$ cat config.mk
export PLATFORM = sky130hd
export DESIGN_NAME = tx_port_arbiter
export DESIGN_NICKNAME = d
export VERILOG_FILES = /design/src/rtl/tx_port_arbiter.sv
export SDC_FILE = /design/constraint.sdc
export NUM_CORES = 1
export LEC_CHECK = 0
export CAP_MARGIN = 10
export CORE_AREA = 2 2 398 400
export CTS_CLUSTER_SIZE = 30
export DETAILED_ROUTE_END_ITERATION = 8
export DIE_AREA = 0 0 400 402
export PLACE_DENSITY = 0.3
export SYNTH_ARGS = -nofsm -noshare
export SYNTH_HDL_FRONTEND = slang
export SYNTH_SLANG_ARGS = --single-unit
$ cat constraint.sdc
create_clock -name CLK -period 1.9 [get_ports CLK]
set_input_delay 0.285 -clock CLK [delete_from_list [all_inputs] [get_ports CLK]]
set_output_delay 0.285 -clock CLK [all_outputs]
set_load 0.02 [all_outputs]
$ cat src/rtl/tx_port_arbiter.sv
// tx_port_arbiter
// Shares one tx engine write-request path among C_NUM_CHNL tx ports.
// Requests are granted round-robin. Only one write is outstanding at a time.
// The grant is held from the engine request until the engine reports the write sent.
module tx_port_arbiter #(
  parameter int  C_NUM_CHNL   = 4,
  parameter int  C_DATA_WIDTH = 128,
  localparam int C_CHNL_WIDTH = (C_NUM_CHNL > 1) ? $clog2(C_NUM_CHNL) : 1
) (
  input  logic                               CLK,
  input  logic                               RST,
  input  logic [C_NUM_CHNL-1:0]              TX_REQ,
  output logic [C_NUM_CHNL-1:0]              TX_REQ_ACK,
  input  logic [64*C_NUM_CHNL-1:0]           TX_ADDR,
  input  logic [10*C_NUM_CHNL-1:0]           TX_LEN,
  input  logic [C_DATA_WIDTH*C_NUM_CHNL-1:0] TX_DATA,
  output logic [C_NUM_CHNL-1:0]              TX_DATA_REN,
  output logic [C_NUM_CHNL-1:0]              TX_SENT,
  output logic                               ENG_REQ,
  input  logic                               ENG_REQ_ACK,
  output logic [63:0]                        ENG_ADDR,
  output logic [9:0]                         ENG_LEN,
  output logic [C_CHNL_WIDTH-1:0]            ENG_CHNL,
  output logic [C_DATA_WIDTH-1:0]            ENG_DATA,
  input  logic                               ENG_DATA_REN,
  input  logic                               ENG_SENT
);

  typedef enum logic [1:0] {
    ST_IDLE = 2'd0,
    ST_REQ  = 2'd1,
    ST_XFER = 2'd2
  } state_t;

  state_t                  state_reg, state_next;
  logic [C_CHNL_WIDTH-1:0] ptr_reg, ptr_next;
  logic [C_CHNL_WIDTH-1:0] chnl_reg;
  logic [63:0]             addr_reg;
  logic [9:0]              len_reg;

  // Round-robin search: requests at or above the pointer take precedence.
  // The lowest set bit of that group wins. If the group is empty, the lowest
  // request overall wins, which is the wrap-around case.
  logic [C_NUM_CHNL-1:0]   hi_req;
  logic [C_NUM_CHNL-1:0]   hi_first;
  logic [C_NUM_CHNL-1:0]   all_first;
  logic [C_NUM_CHNL-1:0]   grant_onehot;
  logic                    any_req;
  logic [C_CHNL_WIDTH-1:0] grant_idx;
  logic [63:0]             grant_addr;
  logic [9:0]              grant_len;

  // One-hot decode of the currently held channel.
  // This decode steers the data mux and every per-channel output.
  logic [C_NUM_CHNL-1:0]   chnl_sel;

  // Transposed AND-OR mux terms.
  // Each output bit is an OR-reduction across channels.
  logic [C_CHNL_WIDTH-1:0][C_NUM_CHNL-1:0] idx_mask;
  logic [63:0][C_NUM_CHNL-1:0]             addr_col;
  logic [9:0][C_NUM_CHNL-1:0]              len_col;
  logic [C_DATA_WIDTH-1:0][C_NUM_CHNL-1:0] data_col;

  assign any_req      = |TX_REQ;
  assign hi_first     = hi_req & (~hi_req + 1'b1);
  assign all_first    = TX_REQ & (~TX_REQ + 1'b1);
  assign grant_onehot = (|hi_req) ? hi_first : all_first;

  for (genvar gi = 0; gi < C_NUM_CHNL; gi++) begin : g_chnl
    assign hi_req[gi]   = TX_REQ[gi] && (C_CHNL_WIDTH'(gi) >= ptr_reg);
    assign chnl_sel[gi] = (chnl_reg == C_CHNL_WIDTH'(gi));

    for (genvar gb = 0; gb < C_CHNL_WIDTH; gb++) begin : g_idx
      assign idx_mask[gb][gi] = (((gi >> gb) % 2) == 1);
    end
    for (genvar gb = 0; gb < 64; gb++) begin : g_addr
      assign addr_col[gb][gi] = grant_onehot[gi] & TX_ADDR[64*gi + gb];
    end
    for (genvar gb = 0; gb < 10; gb++) begin : g_len
      assign len_col[gb][gi] = grant_onehot[gi] & TX_LEN[10*gi + gb];
    end
    for (genvar gb = 0; gb < C_DATA_WIDTH; gb++) begin : g_data
      assign data_col[gb][gi] = chnl_sel[gi] & TX_DATA[C_DATA_WIDTH*gi + gb];
    end
  end

  for (genvar gb = 0; gb < C_CHNL_WIDTH; gb++) begin : g_idx_or
    assign grant_idx[gb] = |(grant_onehot & idx_mask[gb]);
  end
  for (genvar gb = 0; gb < 64; gb++) begin : g_addr_or
    assign grant_addr[gb] = |addr_col[gb];
  end
  for (genvar gb = 0; gb < 10; gb++) begin : g_len_or
    assign grant_len[gb] = |len_col[gb];
  end

  // ENG_DATA follows the held channel at all times.
  // This way the first beat is already valid when the engine raises its read enable.
  for (genvar gb = 0; gb < C_DATA_WIDTH; gb++) begin : g_data_or
    assign ENG_DATA[gb] = |data_col[gb];
  end

  assign ENG_ADDR = addr_reg;
  assign ENG_LEN  = len_reg;
  assign ENG_CHNL = chnl_reg;

  // State register and round-robin priority pointer
  always_ff @(posedge CLK) begin
    if (RST) begin
      state_reg <= ST_IDLE;
      ptr_reg   <= '0;
    end else begin
      state_reg <= state_next;
      ptr_reg   <= ptr_next;
    end
  end

  // Grant capture: index, address and length are sampled once when granted
  always_ff @(posedge CLK) begin
    if (RST) begin
      chnl_reg <= '0;
      addr_reg <= '0;
      len_reg  <= '0;
    end else if (state_reg == ST_IDLE && any_req) begin
      chnl_reg <= grant_idx;
      addr_reg <= grant_addr;
      len_reg  <= grant_len;
    end
  end

  // Next-state logic.
  // The pointer only advances on a completed write, so a withdrawn request leaves it untouched.
  always_comb begin
    state_next = state_reg;
    ptr_next   = ptr_reg;
    case (state_reg)
      ST_IDLE: begin
        if (any_req) state_next = ST_REQ;
      end
      ST_REQ: begin
        if (ENG_REQ_ACK)               state_next = ST_XFER;
        else if (!(|(TX_REQ & chnl_sel))) state_next = ST_IDLE;
      end
      ST_XFER: begin
        if (ENG_SENT) begin
          state_next = ST_IDLE;
          ptr_next   = (chnl_reg == C_CHNL_WIDTH'(C_NUM_CHNL - 1)) ? '0 : chnl_reg + 1'b1;
        end
      end
      default: state_next = ST_IDLE;
    endcase
  end

  // Outputs: the engine request plus per-channel strobes routed only to the held channel
  always_comb begin
    ENG_REQ     = 1'b0;
    TX_REQ_ACK  = '0;
    TX_DATA_REN = '0;
    TX_SENT     = '0;
    case (state_reg)
      ST_REQ: begin
        ENG_REQ = 1'b1;
        if (ENG_REQ_ACK) TX_REQ_ACK = chnl_sel;
      end
      ST_XFER: begin
        if (ENG_DATA_REN) TX_DATA_REN = chnl_sel;
        if (ENG_SENT)     TX_SENT     = chnl_sel;
      end
      default: ;
    endcase
  end

endmodule
==> results <==
worst max-delay path, stage by stage (launching register included):
cell                      delay, ns
sky130_fd_sc_hd__dfxtp_2       0.34
sky130_fd_sc_hd__buf_6         0.13
sky130_fd_sc_hd__ha_4          0.22
sky130_fd_sc_hd__buf_12        0.16
sky130_fd_sc_hd__buf_16        0.14
sky130_fd_sc_hd__a22oi_2       0.22
sky130_fd_sc_hd__buf_4         0.19
sky130_fd_sc_hd__nand2_1       0.05
sky130_fd_sc_hd__buf_2         0.16
what timing repair did:
action,in CTS,in global routing
gates resized for setup,862,226
pin swaps,105,118
endpoints found under the setup margin,222,176
setup buffers,75,47
gates cloned,21,6
layer usage:
metal,up-vias,track usage (%)
li1,7576,-
met1,8103,16.5
met2,819,29.8
met3,230,6.03
met4,44,5.56
met5,-,0
metrics by stage:
step	setup WS (ns)	instances	total power, mW	util, %	hold slack [ns]
global route	-0.510	4627	16.5	17.5	0.259
detailed placement	-0.736	4462	11.7	15.0	0.493
global placement	-0.761	4462	11.7	15.0	0.484
finish	-0.437	4641	15.7	17.5	0.291
CTS	-0.560	4572	15.4	16.8	0.227
floorplan	-0.0375	1295	5.35	-	0.445
kinds of logic (layout without fill, tap and decap cells):
kind of cell | Yosys count | after routing
simple gates | 536 | 536
compound gates | 494 | 494
buf+inv | 181 | 1421
flops | 80 | 80
fa+ha+maj | 4 | 4
other cells | 0 | 34
power by group:
group	switching (mW)	internal [mW]	total [mW]
logic	5.58	6.00	11.6
clock network	1.15	0.944	2.09
registers	0.155	1.91	2.07
cell usage in the layout, fill, tap and decap left out, types with 3 or more instances in the layout:
cell | synthesis | routed
sky130_fd_sc_hd__nand2_1 | 206 | 158
sky130_fd_sc_hd__clkdlybuf4s50_1 | 0 | 874
sky130_fd_sc_hd__buf_6 | 2 | 170
sky130_fd_sc_hd__nor2b_1 | 4 | 4
sky130_fd_sc_hd__dlygate4sd2_1 | 0 | 6
sky130_fd_sc_hd__clkbuf_16 | 0 | 15
sky130_fd_sc_hd__diode_2 | 0 | 34
sky130_fd_sc_hd__nor2_1 | 82 | 82
sky130_fd_sc_hd__a22oi_1 | 259 | 58
sky130_fd_sc_hd__ha_4 | 0 | 4
sky130_fd_sc_hd__buf_2 | 45 | 9
sky130_fd_sc_hd__a211oi_1 | 148 | 123
sky130_fd_sc_hd__dfxtp_1 | 80 | 76
sky130_fd_sc_hd__buf_8 | 6 | 20
sky130_fd_sc_hd__nand2_2 | 0 | 41
sky130_fd_sc_hd__nand3_1 | 150 | 150
sky130_fd_sc_hd__buf_16 | 0 | 20
sky130_fd_sc_hd__and3_4 | 0 | 12
sky130_fd_sc_hd__nand3b_1 | 3 | 3
sky130_fd_sc_hd__buf_4 | 3 | 211
sky130_fd_sc_hd__inv_6 | 0 | 3
sky130_fd_sc_hd__buf_12 | 0 | 82
sky130_fd_sc_hd__a311oi_1 | 64 | 63
sky130_fd_sc_hd__and3_1 | 86 | 74
sky130_fd_sc_hd__a311oi_2 | 12 | 13
sky130_fd_sc_hd__nand2_4 | 0 | 7
sky130_fd_sc_hd__a211oi_2 | 0 | 24
sky130_fd_sc_hd__a22oi_2 | 0 | 201
worst paths after layout:
check	from	endpoint	slack, ns	depth (start not counted)
max	ENG_CHNL[0]	ENG_DATA[5]	-0.44	8
min	RST	ENG_ADDR[49]	0.29	2
max reg2reg	state_reg[0]	ENG_ADDR[27]	0.05	7
min reg2reg	ENG_LEN[7]	ENG_LEN[7]	0.49	2
layout make-up:
class,count,share of cell area (%)
Timing Repair Buffer,1402,54.7
Multi-Input combinational cell,1034,28.6
Tap cell,2072,9.41
Sequential cell,80,5.85
Clock buffer,10,0.867
Antenna cell,34,0.309
Clock inverter,6,0.186
Inverter,3,0.0590
synth_stat cells (all sizes together):
cell type,instances
nand2,206
a21oi,2
a221oi,1
buf,58
o221ai,1
a211oi,149
inv,3
and3,86
a22oi,259
a221o,1
a21o,1
nor3,2
nand3b,3
nand2b,2
ha,4
o21ai,1
nand3,150
o21a,1
a211o,1
or3,1
nor2b,4
o21bai,1
clkbuf,120
nor2,82
dfxtp,80
a311oi,76
==> reports/qor.csv <==
metric,value,unit
status,finished with violations,
failed_checks,negative setup slack,
detail_route.iter0.violations,818,
top_post_synthesis_cells_by_area,"sky130_fd_sc_hd__a22oi_1, sky130_fd_sc_hd__dfxtp_1, sky130_fd_sc_hd__a211oi_1, sky130_fd_sc_hd__nand2_1, sky130_fd_sc_hd__nand3_1",
sequential_element_share_of_the_synthesized_area,18.1,%
drive_above_1_share,33.7,%
buffer_ports.inserted,1033,
cts_max_path_buffers,2,
die_area,161000,µm²
cts.hold.buffers_added,0,
type_of_destination_of_the_critical_path,output port,
max_slew_margin,60.4,%
layout_area_overhead,212,%
avgViaCountPerCell,3.61,
grt_use_total,16.2,%
register_area,1610,µm²
grt_antenna_before_repair,109,
remaining_drc_errors,0,
wl_met2,70900,µm
cts_buffers,9,
synthesis.instances,1295,
timing.critical_path.from_type,flop,
yosys.area_share.xor_xnor,0,%
global_route_wire_length_before_repair,172000,µm
worst_setup_hold_path_clk_slew,0.10,ns
post_synthesis_cell_type_count,32,
worstMarginPinSlew,0.596,ns
timing.critical_path.required,1.62,ns
final.setup_skew,0.0298,ns
starting_density_of_the_core,5.62,%
yosysWarningCount,0,
fp.dieW,400,µm
first_global_vias,17700,
place.gp.congestion,0.853,
fillerInstances,17900,
hp-class,input pin to flop,
synth_simple_gate_area_share,27.7,%
worst-endpoint-arrival,2.05,ns
wirelength,137000,µm
max_freq,428,MHz
synthesis.area_per_instance,6.82,µm²
clkLatencyLatePin,0.45,ns
fp.coreArea,157000,µm²
synth_largest_area_cell,sky130_fd_sc_hd__a22oi_1,
placed_cell_area,23600,µm²
die_height,402,µm
pwr_density_cell,571,nW/µm²
overflow,0,
leakage,10.2,nW
path_max_fanout,8,
top_level_ports,1034,
fin_ws,-0.437,ns
antenna_violating_nets_post_route,0,
final_net_count,3351,
worst_ir_drop_vdd,525,µV
fin_crit,2.34,ns
detail_route.first_pass.iterations,5,
cts-root-buf,sky130_fd_sc_hd__clkbuf_16,
postSynthRegisterBits,80,
setup_viol_count_final,140,
finalInstanceArea,27600,µm²
met3_wl,11800,µm
post_synth_instance_area,8830,µm²
routedLengthMet1,49600,µm
synthMuxAreaShare,0,%
timing.setup.tns,-43.59,ns
timing_max_transition_violations_final,0,
num_vias,16800,
clock_sink_count,80,
h_tree_depth,3,
maximum_number_of_pins_on_one_net_before_global_route_repair,57,
largest_family_of_logic_cells_by_synthesized_area,compound AO/OA/AOI/OAI gates,
final.period_utilization,123,%
area_of_the_multi_input_gates,7880,µm²
timing_hold_violations_final,0,
maxCapViolations,0,
unrepaired_setup_endpoints_after_global_routing,yes,
largest_reg_flops,64,
cts_tree,yes,
syn_nets,2116,
criticalPathCategory,flop to output port,
number_of_core_rows,146,
synthDominantCellAreaShare,22.0,%
synth_compound_gate_area_share,44.2,%
wl_per_cell,29.6,µm
synthAdderAreaFrac,0.567,%
detailedPlacementHpwl,112000,µm
topRoutingLayerUsed,met5,
Power figures use the tool's default switching activity.
